## src/rtl/matrix_multiply_3x3_sequencer_pkg.sv

```systemverilog
// Shared types and constants for the 3x3 matrix-product sequencer and its result buffer.
package matrix_multiply_3x3_sequencer_pkg;

  typedef enum logic [1:0] {
    IDLE  = 2'd0,
    ISSUE = 2'd1,
    DRAIN = 2'd2,
    OUT   = 2'd3
  } state_e;

  localparam int N      = 3;
  localparam int ELEMS  = 9;
  localparam int PAIRS  = 27;
  localparam int A_BASE = 0;
  localparam int B_BASE = 9;

  function automatic int res_width(input int dw);
    return 2 * dw + 2;
  endfunction

  // Flat row-major element position of [r][c] inside one 3x3 matrix.
  function automatic logic [3:0] elem_idx(input logic [1:0] r, input logic [1:0] c);
    return 4'(r) * 4'(N) + 4'(c);
  endfunction

endpackage

```

## src/rtl/matrix_multiply_3x3_result_buffer.sv

```systemverilog
// Nine-entry result store: written in arrival order by the result count, read by output index.
module matrix_multiply_3x3_result_buffer
  import matrix_multiply_3x3_sequencer_pkg::*;
#(
  parameter int RW = 34
) (
  input  logic          clk_i,
  input  logic          rst_ni,
  input  logic          wr_en_i,
  input  logic [3:0]    wr_idx_i,
  input  logic [RW-1:0] wr_data_i,
  input  logic [3:0]    rd_idx_i,
  output logic [RW-1:0] rd_data_o
);

  logic [RW-1:0] mem_q [ELEMS];

  always_ff @(posedge clk_i or negedge rst_ni) begin
    if (!rst_ni) begin
      for (int e = 0; e < ELEMS; e++) begin
        mem_q[e] <= '0;
      end
    end else if (wr_en_i && (wr_idx_i < 4'(ELEMS))) begin
      mem_q[wr_idx_i] <= wr_data_i;
    end
  end

  // Reads past the last entry return zero so the prefetch of index 9 is harmless.
  assign rd_data_o = (rd_idx_i < 4'(ELEMS)) ? mem_q[rd_idx_i] : '0;

endmodule

```

## src/rtl/matrix_multiply_3x3_sequencer.sv

```systemverilog
// Feeds A[i][k]/B[k][j] pairs to an external 3-term MAC core, collects the nine
// dot products and streams C row-major over a valid/ready port.
module matrix_multiply_3x3_sequencer
  import matrix_multiply_3x3_sequencer_pkg::*;
#(
  parameter int DW      = 16,
  parameter int TIMEOUT = 64,
  localparam int RW     = res_width(DW)
) (
  input  logic                 system1000,
  input  logic                 system1000_rstn,
  input  logic                 wr_en,
  input  logic [4:0]           wr_addr,
  input  logic signed [DW-1:0] wr_data,
  input  logic                 start,
  output logic                 busy,
  output logic                 err,
  output logic                 core_valid,
  output logic                 core_first,
  output logic                 core_last,
  output logic signed [DW-1:0] core_a,
  output logic signed [DW-1:0] core_b,
  input  logic                 core_res_valid,
  input  logic signed [RW-1:0] core_res,
  output logic                 out_valid,
  input  logic                 out_ready,
  output logic signed [RW-1:0] out_data,
  output logic [3:0]           out_index
);

  localparam int TW = $clog2(TIMEOUT + 1);

  state_e                state_q, state_d;
  logic [1:0]            i_q, i_d, j_q, j_d, k_q, k_d;
  logic [3:0]            res_cnt_q, res_cnt_d;
  logic [TW-1:0]         tmo_q, tmo_d;
  logic                  err_q, err_d;
  logic                  core_valid_q, core_valid_d;
  logic                  core_first_q, core_first_d;
  logic                  core_last_q, core_last_d;
  logic signed [DW-1:0]  core_a_q, core_a_d, core_b_q, core_b_d;
  logic                  out_valid_q, out_valid_d;
  logic signed [RW-1:0]  out_data_q, out_data_d;
  logic [3:0]            out_index_q, out_index_d;
  logic signed [DW-1:0]  opnd_q [2*ELEMS];
  logic signed [DW-1:0]  opnd_d [2*ELEMS];
  logic                  buf_we;
  logic [3:0]            rd_idx;
  logic [RW-1:0]         rd_data;

  // The pair mux reads opnd_d so a write landing on the start cycle is already visible.
  always_comb begin
    opnd_d = opnd_q;
    if (wr_en && (state_q == IDLE) && (wr_addr < 5'(2 * ELEMS))) begin
      opnd_d[wr_addr] = wr_data;
    end
  end

  always_ff @(posedge system1000 or negedge system1000_rstn) begin
    if (!system1000_rstn) begin
      for (int e = 0; e < 2 * ELEMS; e++) begin
        opnd_q[e] <= '0;
      end
    end else begin
      opnd_q <= opnd_d;
    end
  end

  assign rd_idx = (state_q == OUT) ? out_index_q + 4'd1 : 4'd0;

  matrix_multiply_3x3_result_buffer #(
    .RW (RW)
  ) u_result_buffer (
    .clk_i     (system1000),
    .rst_ni    (system1000_rstn),
    .wr_en_i   (buf_we),
    .wr_idx_i  (res_cnt_q),
    .wr_data_i (core_res),
    .rd_idx_i  (rd_idx),
    .rd_data_o (rd_data)
  );

  always_comb begin
    state_d      = state_q;
    i_d          = i_q;
    j_d          = j_q;
    k_d          = k_q;
    res_cnt_d    = res_cnt_q;
    tmo_d        = tmo_q;
    err_d        = err_q;
    core_valid_d = 1'b0;
    core_first_d = 1'b0;
    core_last_d  = 1'b0;
    core_a_d     = '0;
    core_b_d     = '0;
    out_valid_d  = out_valid_q;
    out_data_d   = out_data_q;
    out_index_d  = out_index_q;
    buf_we       = 1'b0;

    unique case (state_q)
      IDLE: begin
        if (start) begin
          state_d      = ISSUE;
          err_d        = 1'b0;
          i_d          = 2'd0;
          j_d          = 2'd0;
          k_d          = 2'd0;
          res_cnt_d    = 4'd0;
          tmo_d        = '0;
          core_valid_d = 1'b1;
        end
      end
      // i_q/j_q/k_q name the pair currently on the core port; advance k fastest.
      ISSUE: begin
        if ((i_q == 2'd2) && (j_q == 2'd2) && (k_q == 2'd2)) begin
          state_d = DRAIN;
          i_d     = 2'd0;
          j_d     = 2'd0;
          k_d     = 2'd0;
          tmo_d   = '0;
        end else begin
          core_valid_d = 1'b1;
          if (k_q == 2'd2) begin
            k_d = 2'd0;
            if (j_q == 2'd2) begin
              j_d = 2'd0;
              i_d = i_q + 2'd1;
            end else begin
              j_d = j_q + 2'd1;
            end
          end else begin
            k_d = k_q + 2'd1;
          end
        end
      end
      DRAIN: begin
        if (res_cnt_q == 4'(ELEMS)) begin
          state_d     = OUT;
          out_valid_d = 1'b1;
          out_index_d = 4'd0;
          out_data_d  = rd_data;
        end else if (tmo_q == TW'(TIMEOUT - 1)) begin
          state_d = IDLE;
          err_d   = 1'b1;
        end else begin
          tmo_d = tmo_q + TW'(1);
        end
      end
      OUT: begin
        if (out_ready) begin
          if (out_index_q == 4'(ELEMS - 1)) begin
            state_d     = IDLE;
            out_valid_d = 1'b0;
            out_index_d = 4'd0;
            out_data_d  = '0;
          end else begin
            out_index_d = out_index_q + 4'd1;
            out_data_d  = rd_data;
          end
        end
      end
      default: state_d = IDLE;
    endcase

    if (core_valid_d) begin
      core_a_d     = opnd_d[5'(A_BASE) + 5'(elem_idx(i_d, k_d))];
      core_b_d     = opnd_d[5'(B_BASE) + 5'(elem_idx(k_d, j_d))];
      core_first_d = (k_d == 2'd0);
      core_last_d  = (k_d == 2'd2);
    end

    // Results are only legal while a run is in flight and before the ninth arrives.
    if (core_res_valid) begin
      if (((state_q == ISSUE) || (state_q == DRAIN)) && (res_cnt_q < 4'(ELEMS))) begin
        buf_we    = 1'b1;
        res_cnt_d = res_cnt_q + 4'd1;
      end else begin
        err_d = 1'b1;
      end
    end

    if (wr_en && (state_q != IDLE)) begin
      err_d = 1'b1;
    end
  end

  always_ff @(posedge system1000 or negedge system1000_rstn) begin
    if (!system1000_rstn) begin
      state_q      <= IDLE;
      i_q          <= 2'd0;
      j_q          <= 2'd0;
      k_q          <= 2'd0;
      res_cnt_q    <= 4'd0;
      tmo_q        <= '0;
      err_q        <= 1'b0;
      core_valid_q <= 1'b0;
      core_first_q <= 1'b0;
      core_last_q  <= 1'b0;
      core_a_q     <= '0;
      core_b_q     <= '0;
      out_valid_q  <= 1'b0;
      out_data_q   <= '0;
      out_index_q  <= 4'd0;
    end else begin
      state_q      <= state_d;
      i_q          <= i_d;
      j_q          <= j_d;
      k_q          <= k_d;
      res_cnt_q    <= res_cnt_d;
      tmo_q        <= tmo_d;
      err_q        <= err_d;
      core_valid_q <= core_valid_d;
      core_first_q <= core_first_d;
      core_last_q  <= core_last_d;
      core_a_q     <= core_a_d;
      core_b_q     <= core_b_d;
      out_valid_q  <= out_valid_d;
      out_data_q   <= out_data_d;
      out_index_q  <= out_index_d;
    end
  end

  assign busy       = (state_q != IDLE);
  assign err        = err_q;
  assign core_valid = core_valid_q;
  assign core_first = core_first_q;
  assign core_last  = core_last_q;
  assign core_a     = core_a_q;
  assign core_b     = core_b_q;
  assign out_valid  = out_valid_q;
  assign out_data   = out_data_q;
  assign out_index  = out_index_q;

endmodule

```

## config.mk

```make
export PLATFORM = sky130hd
export DESIGN_NAME = matrix_multiply_3x3_sequencer
export DESIGN_NICKNAME = d
export VERILOG_FILES = /design/src/rtl/matrix_multiply_3x3_sequencer_pkg.sv /design/src/rtl/matrix_multiply_3x3_result_buffer.sv /design/src/rtl/matrix_multiply_3x3_sequencer.sv
export SDC_FILE = /design/constraint.sdc
export NUM_CORES = 1
export LEC_CHECK = 0
export CAP_MARGIN = 20
export CORE_AREA = 5 5 395 203
export DETAILED_ROUTE_END_ITERATION = 12
export DIE_AREA = 0 0 400 208
export GPL_TIMING_DRIVEN = 1
export HOLD_SLACK_MARGIN = 0.02
export PLACE_DENSITY = 0.72
export SLEW_MARGIN = 5
export SYNTH_ARGS = -nofsm -noshare
export SYNTH_HDL_FRONTEND = slang
export SYNTH_SLANG_ARGS = --single-unit
export TNS_END_PERCENT = 30
```

## constraint.sdc

```tcl
create_clock -name system1000 -period 5.2 [get_ports system1000]
set_clock_uncertainty 0.1 [all_clocks]
set_input_delay 1.04 -clock system1000 [delete_from_list [all_inputs] [get_ports system1000]]
set_output_delay 1.04 -clock system1000 [all_outputs]
set_load 0.1 [all_outputs]
```

## Word level (Yosys, flattened, before mapping)

Cells that the tools add are included.
W data, S select, Z words.

- Add/subtract/negate cells: 9
- $mul: 2
- Magnitude comparators: 10
- Equal/unequal tests: 18
- Muxes and demuxes: 76
- Bitwise operators: 5
- Reduce and logical (&&, ||, !) cells: 19

Operators with widths:

| kind | count |
|---|---|
| $bwmux W306 | 1 |
| $bwmux W288 | 1 |
| $mux W288 | 1 |
| $mux W34 | 7 |
| $bmux W16 S5 | 2 |
| $bmux W34 S4 | 1 |
| $demux W34 S4 | 1 |
| $mux W16 | 7 |
| $demux W16 S5 | 1 |
| $pmux W34 S2 | 1 |
| $mux W2 | 17 |
| $mux W4 | 8 |
| $mux W7 | 4 |
| $pmux W7 S3 | 1 |
| $ge A6 B6 Y1 const B | 3 |
| $mux W1 | 15 |
| $eq A2 B2 Y1 const B | 6 |
| $ne A2 B2 Y1 const B | 6 |
| $not A5 Y6 | 2 |
| $pmux W2 S2 | 3 |
| $ge A5 B5 Y1 const B | 2 |
| $not A4 Y5 | 2 |
| $reduce_and A5 Y1 | 2 |
| $logic_and A1 B1 Y1 | 9 |
| other kinds (25) | 36 |

- Bits in registers: 688
- Bits of input ports: 61
- Output and inout port bits: 76
- Word-level logic and storage cells: 181

## Longest topological paths before layout

Gate-level depths: netlist of run 1.

- Depth in word-level cells: 13
- Depth in mapped cells: 20
- Depth with buffers taken out: 17

## Cells and area by module

Synthesis of run 1 repeated with hierarchy kept, for this count alone.

- Cell total of the unflattened synthesis: 2729
- Area total of the unflattened synthesis: 33896.3 um2

By module, submodules not included:

| module | instances | cells an instance | area an instance (um2) | sequential area each (um2) |
|---|---|---|---|---|
| matrix_multiply_3x3_sequencer | 1 | 1761 | 19879.1 | 9559.2 |
| matrix_multiply_3x3_result_buffer | 1 | 968 | 14017.2 | 7657.3 |

## Least setup slack after synthesis of run 1

Ideal clock, no wire load.

- Path type: register to register
- Start: register state_q[0]
- End: register core_a_q[10] (netlist: core_a[10])
- Setup time: 0.132 ns
- Arrival: 5.068 ns
- Required time: 4.968 ns
- Setup slack: -0.100 ns
- Stages on the path, launching flop included: 18
- Buffers on the path: 4
- Period minus slack after synthesis: 5.300 ns
- Cell sequence: dfrtp_1 inv_1 ha_1 buf_2 inv_1 a21oi_1 nand2_1 o21a_1 inv_1 fa_1 ha_1 clkbuf_1 clkinv_1 buf_1 buf_1 mux4_2 a211oi_1 o21ai_0

- Elaborated cells on any way between the ends: 15
- Classes of those cells: 1 x add/sub; 1 x mul; 1 x eq/ne; 8 x mux; 1 x bitwise; 3 x reduce/logical

RTL lines:

| what | RTL line | RTL |
|---|---|---|
| start, declared | matrix_multiply_3x3_sequencer.sv:33 | `state_e state_q, state_d;` |
| start signal, assigned | matrix_multiply_3x3_sequencer.sv:206 | `state_q <= state_d;` |
| $eq A2 B1 Y1 / $logic_not A2 Y1 (equally long branches) | matrix_multiply_3x3_sequencer.sv:101 | `unique case (state_q)` |
| $pmux W2 S2 (*) | matrix_multiply_3x3_sequencer.sv:101 |  |
| net k_d[1] | matrix_multiply_3x3_sequencer.sv:34 | `logic [1:0] i_q, i_d, j_q, j_d, k_q, k_d;` |
| $add A4 B2 Y4 (*) | matrix_multiply_3x3_sequencer_pkg.sv:23 | `return 4'(r) * 4'(N) + 4'(c);` |
| $not A4 Y6 (not written as such) (*) | matrix_multiply_3x3_sequencer.sv:167 | `core_a_d = opnd_d[5'(A_BASE) + 5'(elem_idx(i_d, k_d))];` |
| $bmux W16 S5 (*) | matrix_multiply_3x3_sequencer.sv:167 |  |
| $mux W16 (not written as such) (*) (2 in a row) | matrix_multiply_3x3_sequencer.sv:167 |  |
| $mux W16 (*) | matrix_multiply_3x3_sequencer.sv:166 | `if (core_valid_d) begin` |
| net core_a_d[10] | matrix_multiply_3x3_sequencer.sv:41 | `logic signed [DW-1:0] core_a_q, core_a_d, core_b_q, core_b_d;` |
| end signal, assigned | matrix_multiply_3x3_sequencer.sv:216 | `core_a_q <= core_a_d;` |
| end, declared | matrix_multiply_3x3_sequencer.sv:41 |  |

Mark *: on every way through the listed nets, which the timed path passes. The rest lies on a longest branch. The select of a mux whose other input is x is not followed.
A chain may end at the register's enable or synchronous reset.

## Final worst setup path of run 1

- Start: input start
- End: register core_b_q[14] (netlist: core_b[14])

- Longest elaborated chain between the ends: 10
- Elaborated cells on any way between the ends: 14
- Classes of those cells: 2 x add/sub; 1 x mul; 10 x mux; 1 x bitwise

RTL lines:

| what | RTL line | RTL |
|---|---|---|
| start, declared | matrix_multiply_3x3_sequencer.sv:15 | `input logic start,` |
| $mux W2 | matrix_multiply_3x3_sequencer.sv:103 | `if (start) begin` |
| $pmux W2 S2 | matrix_multiply_3x3_sequencer.sv:101 |  |
| $mul A2 B2 Y4 | matrix_multiply_3x3_sequencer_pkg.sv:23 |  |
| $add A4 B2 Y4 | matrix_multiply_3x3_sequencer_pkg.sv:23 |  |
| $add A4 B4 Y5 | matrix_multiply_3x3_sequencer.sv:168 | `core_b_d = opnd_d[5'(B_BASE) + 5'(elem_idx(k_d, j_d))];` |
| $not A5 Y6 (not written as such) | matrix_multiply_3x3_sequencer.sv:168 |  |
| $bmux W16 S5 | matrix_multiply_3x3_sequencer.sv:168 |  |
| $mux W16 (not written as such) (2 in a row) | matrix_multiply_3x3_sequencer.sv:168 |  |
| $mux W16 (*) | matrix_multiply_3x3_sequencer.sv:166 |  |
| net core_b_d[14] | matrix_multiply_3x3_sequencer.sv:41 |  |
| end signal, assigned | matrix_multiply_3x3_sequencer.sv:217 | `core_b_q <= core_b_d;` |
| end, declared | matrix_multiply_3x3_sequencer.sv:41 |  |

Marked as above.

==> flow_metrics.py, run 1 <==
metrics = {
    "grt": {
        "grt_pass1_vias": 25170,
        "grt_pass1_wl_um": 164800,
        "overflow": 0,
        "grt_max_degree": 118,
        "grt_usage": 0.2584,
        "antenna_found_initial": 7,
    },
    "timing": {
        "setup_ws_ns": 0.2017,
        "slew_headroom": 0.2020,
        "max_freq_ghz": 0.2001,
        "fin_crit_ns": 4.998,
        "tightestPinTransition_ns": 1.193,
        "rsz0062_at_grt": "no",
        "setup_violations": 0,
        "tns_ns": 0,
        "drv_slew": 0,
        "fin_crit_sh": 0.9612,
        "hold_viol": 0,
    },
    "worst_setup_path": {
        "crit_path_max_fanout": 10,
        "ff2ff_setup_slack_ns": 0.27,
        "path_cells": "clkdlybuf4s50_1 > and2_1 > a21oi_2 > nand2_1 > o21a_1 > buf_4 > fa_1 > inv_1 > ha_1 > fa_1 > xor2_1 > and2_1 > buf_12 > o221ai_1 > o211ai_1 > o21ai_1 > nor3_1",
        "critPathKind": "primary input to register",
        "worstSetupEndpointType": "register",
        "cp-start-kind": "primary input",
        "critPathLaunch": "start",
        "rr_startpoint": "state_q[1]",
        "rr_worst_depth": 18,
        "slowest_stage": "fa_1",
        "critPathMaxStageDelay_ns": 0.59,
        "crit_end": "core_b[14]",
        "worstReg2RegEnd": "core_b[14]",
        "critPathArrivalTime_ns": 5.47,
        "crit_required_ns": 5.67,
    },
    "final_layout": {
        "area_growth_pct": 17.92,
        "final_cell_mix": "dfrtp_1, mux2_2, buf_4",
        "layout.nets": 3169,
        "fillers": 6486,
        "drive_gt1_frac": 0.3168,
        "layout.cells.most_common": "dfrtp_1",
    },
    "clocking": {
        "postCtsSetupBuffers": 0,
        "clkTransAtPathRegs_ns": 0.07,
        "cts_root_buffer": "clkbuf_16",
        "clockBufferDepth": 3,
        "cts-resized-gates": 0,
        "htree_levels": 3,
        "cts_sinks": 688,
        "insertion_delay_ns": 0.65,
        "cts_hold_buf": 0,
        "cts_tree": "done",
        "cts_buffers": 66,
    },
    "min_path": {
        "hold_class": "primary input to asynchronous set/reset pin",
    },
    "synthesis": {
        "syn_avg_cell_area_um2": 11.69,
        "synth-main-ff-cell": "dfrtp_1",
        "yosysUniqueCellTypes": 81,
        "synth_seq_cells": 688,
        "async_flop_share": 1.000,
        "synthCells": 2901,
        "synth_warnings": 0,
        "synth_edf_count": 0,
        "syn_nets": 2986,
        "synth.cell_area_um2": 33900,
        "ys_seq_area_frac": 0.5079,
    },
    "placed_design": {
        "gp_congestion": 0.9714,
        "pre_cts_ws_ns": -0.4989,
        "portBuffers": 136,
        "dpl.hpwl_um": 72450,
    },
    "detailed_routing": {
        "ant_nets": 0,
        "drcViolationCount": 0,
        "first_iter_violations": 2922,
        "dr_total_vias": 26080,
        "routed_wl_um": 109300,
        "dr.pass1.iters": 6,
        "wl_per_cell_um": 26.19,
        "vias_per_cell": 6.249,
    },
    "floorplan": {
        "core_area_um2": 76300,
        "die_w_um": 400,
        "fp.dieArea_um2": 83200,
        "rows": 72,
        "die_y_um": 208,
        "io_pins": 137,
        "start_util": 0.4443,
    },
    "run_status": {
        "outcome": "completed",
    },
    "flow_run": {
        "drv_cap": 0,
    },
}
## kinds of logic (layout without fill, tap and decap cells)
group | count (synthesis) | count (layout) | synth area share
other | 0 | 3 | 0
AO/OA/AOI/OAI | 658 | 658 | 0.1381
multiplexers | 637 | 637 | 0.2229
buffers and inverters | 283 | 516 | 0.03296
flip-flops | 688 | 688 | 0.5079
AND/OR/NAND/NOR | 601 | 601 | 0.08589
XOR/XNOR | 10 | 10 | 0.002584
adder cells (fa/ha/maj) | 24 | 24 | 0.009744
## worst max-delay path: cells and delay by family
family	cells	cell delay, ns
xor gates and xnor gates	1	0.24
and+or+nand+nor	4	0.75
adders and majority gates	3	1.28
AOI/OAI and AO/OA	5	1.34
buffers and inverters	4	0.83
## worst min path at each step
stage                    start           to
3_3_place_gp       opnd_q[255]  opnd_q[255]
3_5_place_dp       opnd_q[258]  opnd_q[258]
4_1_cts        system1000_rstn  opnd_q[269]
2_1_floorplan      opnd_q[255]  opnd_q[255]
6_report       system1000_rstn  opnd_q[269]
5_1_grt        system1000_rstn  opnd_q[269]
## sequential cells by signal, summed over array words and instances, names as in the netlist, 4 cells and up
signal and flops:
core_a 16, core_b 16, opnd_q 288, out_data 34
out_index 4, res_cnt_q 4, tmo_q 7, u_result_buffer.mem_q 306
## cells in the mapped netlist (all sizes together), types with 33 or more instances
cell type,instances,area (um^2)
dfrtp,688,17220
mux2,576,6494
inv,35,131.4
a21oi,109,545.5
a221oi,33,289.0
o21ai,70,350.3
o221ai,34,297.8
nor2,153,574.3
nand2,195,732.0
mux4,36,810.8
a311oi,35,306.5
a22o,35,306.5
clkbuf,213,799.5
and2,60,375.4
buf,33,178.9
a31oi,38,237.7
nor3,71,365.3
o22ai,72,450.4
a211oi,42,315.3
## metal layers
metal | routed length, um | part of all wire | GRT usage
met1 | 50580 | 0.46 | 0.4056
met5 | 41 | 0.00038 | 0
met2 | 41460 | 0.38 | 0.3162
met3 | 15170 | 0.14 | 0.1200
met4 | 2023 | 0.019 | 0.05597
## final cells by class
class,count,area (um^2),area share
antenna,3,7.507,0.0001878
inverter,37,143.9,0.003599
clock inverter,24,259.0,0.006479
timing repair buffer,361,3446,0.08620
tap,1036,1296,0.03243
sequential,688,17220,0.4307
clock buffer,94,1918,0.04798
multi-input combinational,1930,15690,0.3924
## per-stage QoR
step	utilization	area, um^2	std cells	hold WS (ns)
floorplan	-	33910	2901	0.3397
global placement	0.4942	37710	4047	0.3598
detailed placement	0.4942	37710	4047	0.3676
CTS	0.5227	39890	4165	0.3752
global route	0.5239	39980	4173	0.3712
finish	0.5239	39980	4173	0.3202
Power of run 1 is not shown: default switching activity piles up to over one toggle a cycle in this logic, so the estimate is an artifact.
==> run 2, diff against run 1 <==
Settings changed: CORE_AREA 5 5 395 203 to 5 5 281 283, DIE_AREA 0 0 400 208 to 0 0 286 288, GPL_ROUTABILITY_DRIVEN set to 0.
==> run 2 against run 1 <==
Count of clock-buffer cells in the layout rose by 19. Sequential cell count did not move. Register-to-register slack improved by 0.21 ns. Largest cell class unchanged. Highest routed layer unchanged.
==> flow_metrics.py, run 2 (synthesized netlist as in run 1, its figures left out) <==
metrics = {
    "timing": {
        "hold_viol": 0,
        "timing.hold.ws_ns": 0.3741,
        "setup_ws_ns": 0.2441,
        "rsz0062_at_grt": "no",
        "drv_slew": 0,
        "tightestPinTransition_ns": 1.140,
        "fin_crit_sh": 0.9531,
        "slew_headroom": 0.2376,
        "max_freq_ghz": 0.2018,
        "setup_violations": 0,
        "fin_crit_ns": 4.956,
    },
    "floorplan": {
        "fp.dieArea_um2": 82370,
        "start_util": 0.4435,
        "rows": 102,
        "die_y_um": 288,
        "die_w_um": 286,
        "io_pins": 137,
        "core_area_um2": 76450,
    },
    "detailed_routing": {
        "wl_per_cell_um": 22.63,
        "vias_per_cell": 6.099,
        "ant_nets": 0,
        "dr_total_vias": 24710,
        "routed_wl_um": 91670,
        "first_iter_violations": 2070,
        "drcViolationCount": 0,
        "dr.pass1.iters": 6,
    },
    "run_status": {
        "outcome": "completed",
    },
    "placed_design": {
        "place_area_um2": 36820,
        "dpl.hpwl_um": 58150,
        "portBuffers": 136,
        "pre_cts_ws_ns": -0.2725,
    },
    "clocking": {
        "cts_root_buffer": "clkbuf_16",
        "cts_hold_buf": 0,
        "cts_buffers": 75,
        "insertion_delay_ns": 0.62,
        "clockBufferDepth": 3,
        "cts-resized-gates": 0,
        "postCtsSetupBuffers": 0,
        "cts_sinks": 688,
        "htree_levels": 3,
        "cts_tree": "done",
        "clkTransAtPathRegs_ns": 0.06,
    },
    "pwr": {
        "power.static_leakage_nw": 18.21,
        "ir_worst_vdd_uv": 726.6,
        "cellPowerDensity_nw_per_um2": 740.3,
        "p_total_mw": 29.17,
    },
    "flow_run": {
        "drv_cap": 0,
    },
    "final_layout": {
        "largest_register": "u_result_buffer.mem_q",
        "drive_gt1_frac": 0.2976,
        "final_area_um2": 39410,
        "final_cell_mix": "dfrtp_1, mux2_2, nand2_1",
        "area_growth_pct": 16.24,
        "layout.cells.most_common": "dfrtp_1",
        "largest_register_ffs": 306,
        "finish.utilization": 0.5155,
        "layout.nets": 3087,
        "multi_input_area_um2": 15670,
        "fillers": 6493,
        "regArea_um2": 17220,
    },
    "worst_setup_path": {
        "critPathLaunch": "start",
        "critPathArrivalTime_ns": 5.38,
        "rr_startpoint": "state_q[0]",
        "crit_required_ns": 5.63,
        "worstSetupEndpointType": "register",
        "worstReg2RegEnd": "core_b[14]",
        "rr_worst_depth": 19,
        "critPathKind": "primary input to register",
        "crit_path_max_fanout": 10,
        "crit_end": "core_b[14]",
        "ff2ff_setup_slack_ns": 0.48,
        "cp-start-kind": "primary input",
    },
    "grt": {
        "grt_pass1_vias": 25140,
        "antenna_found_initial": 3,
        "grt_usage": 0.2189,
        "overflow": 0,
        "grt_pass1_wl_um": 145400,
        "grt_max_degree": 112,
    },
    "min_path": {
        "hold_class": "register to register",
    },
}
[run 2: cell count changes in the layout (fill, tap and decap cells not counted), moves of 2 or more]
| cell | change |
|---|---|
| o21ai_2 | -2 |
| buf_8 | -2 |
| clkinv_16 | +2 |
| clkinv_2 | +2 |
| buf_12 | -12 |
| clkbuf_16 | +10 |
| inv_6 | -3 |
| inv_8 | -2 |
| clkbuf_8 | +2 |
| clkbuf_1 | +5 |
| buf_4 | -76 |
[run 2: cell type report]
type / instances / area share
clock buffers: 113 / 0.05690
well taps: 988 / 0.03137
clock inverters: 23 / 0.007747
diodes: 2 / 0.0001270
inverters: 37 / 0.003651
repair buffers: 270 / 0.06553
flip-flops and latches: 688 / 0.4369
multi-input cells: 1930 / 0.3977
[run 2: worst max-delay path, stage by stage]
cell and delay (ns):
clkdlybuf4s50_1 0.53, and2_1 0.24, a21oi_1 0.12, buf_4 0.15, buf_4 0.11, nand2_1 0.04
o21ai_0 0.10, inv_1 0.12, fa_1 0.49, inv_1 0.04, ha_1 0.19, fa_1 0.58
xor2_1 0.22, and2_1 0.42, o221ai_1 0.19, o211ai_1 0.33, o21ai_0 0.26, nor3_1 0.19
[run 2: how the worst min path moves through the flow]
stage / cells past startpoint / end / start
finish: 1 / opnd_q[281] / opnd_q[281]
global route: 1 / opnd_q[256] / opnd_q[256]
CTS: 1 / opnd_q[257] / opnd_q[257]
detailed placement: 1 / opnd_q[257] / opnd_q[257]
global placement: 1 / opnd_q[267] / opnd_q[267]
floorplan: 2 / opnd_q[255] / opnd_q[255]
[run 2: report_power, final]
part	internal, mW	total [mW]	switching [mW]
Clock	3.20	5.43	2.22
Combinational	6.31	15.6	9.26
Sequential	7.18	8.17	0.993
[run 2: per-layer routing]
layer / global-route usage / vias to the layer above / share of wire
li1: - / 11030 / -
met2: 0.3597 / 881 / 0.48
met1: 0.2922 / 12630 / 0.43
met3: 0.04434 / 162 / 0.069
met4: 0.07332 / 2 / 0.027
met5: 0 / - / 0.00014
[run 2: metrics by stage]
stage / TNS, ns / std cells
3_3_place_gp: -2.229 / 3910
2_1_floorplan: 0 / 2901
5_1_grt: 0 / 4051
6_report: 0 / 4051
3_5_place_dp: -2.963 / 3910
4_1_cts: 0 / 4046
Note: power is estimated with default switching activity, not from simulation.
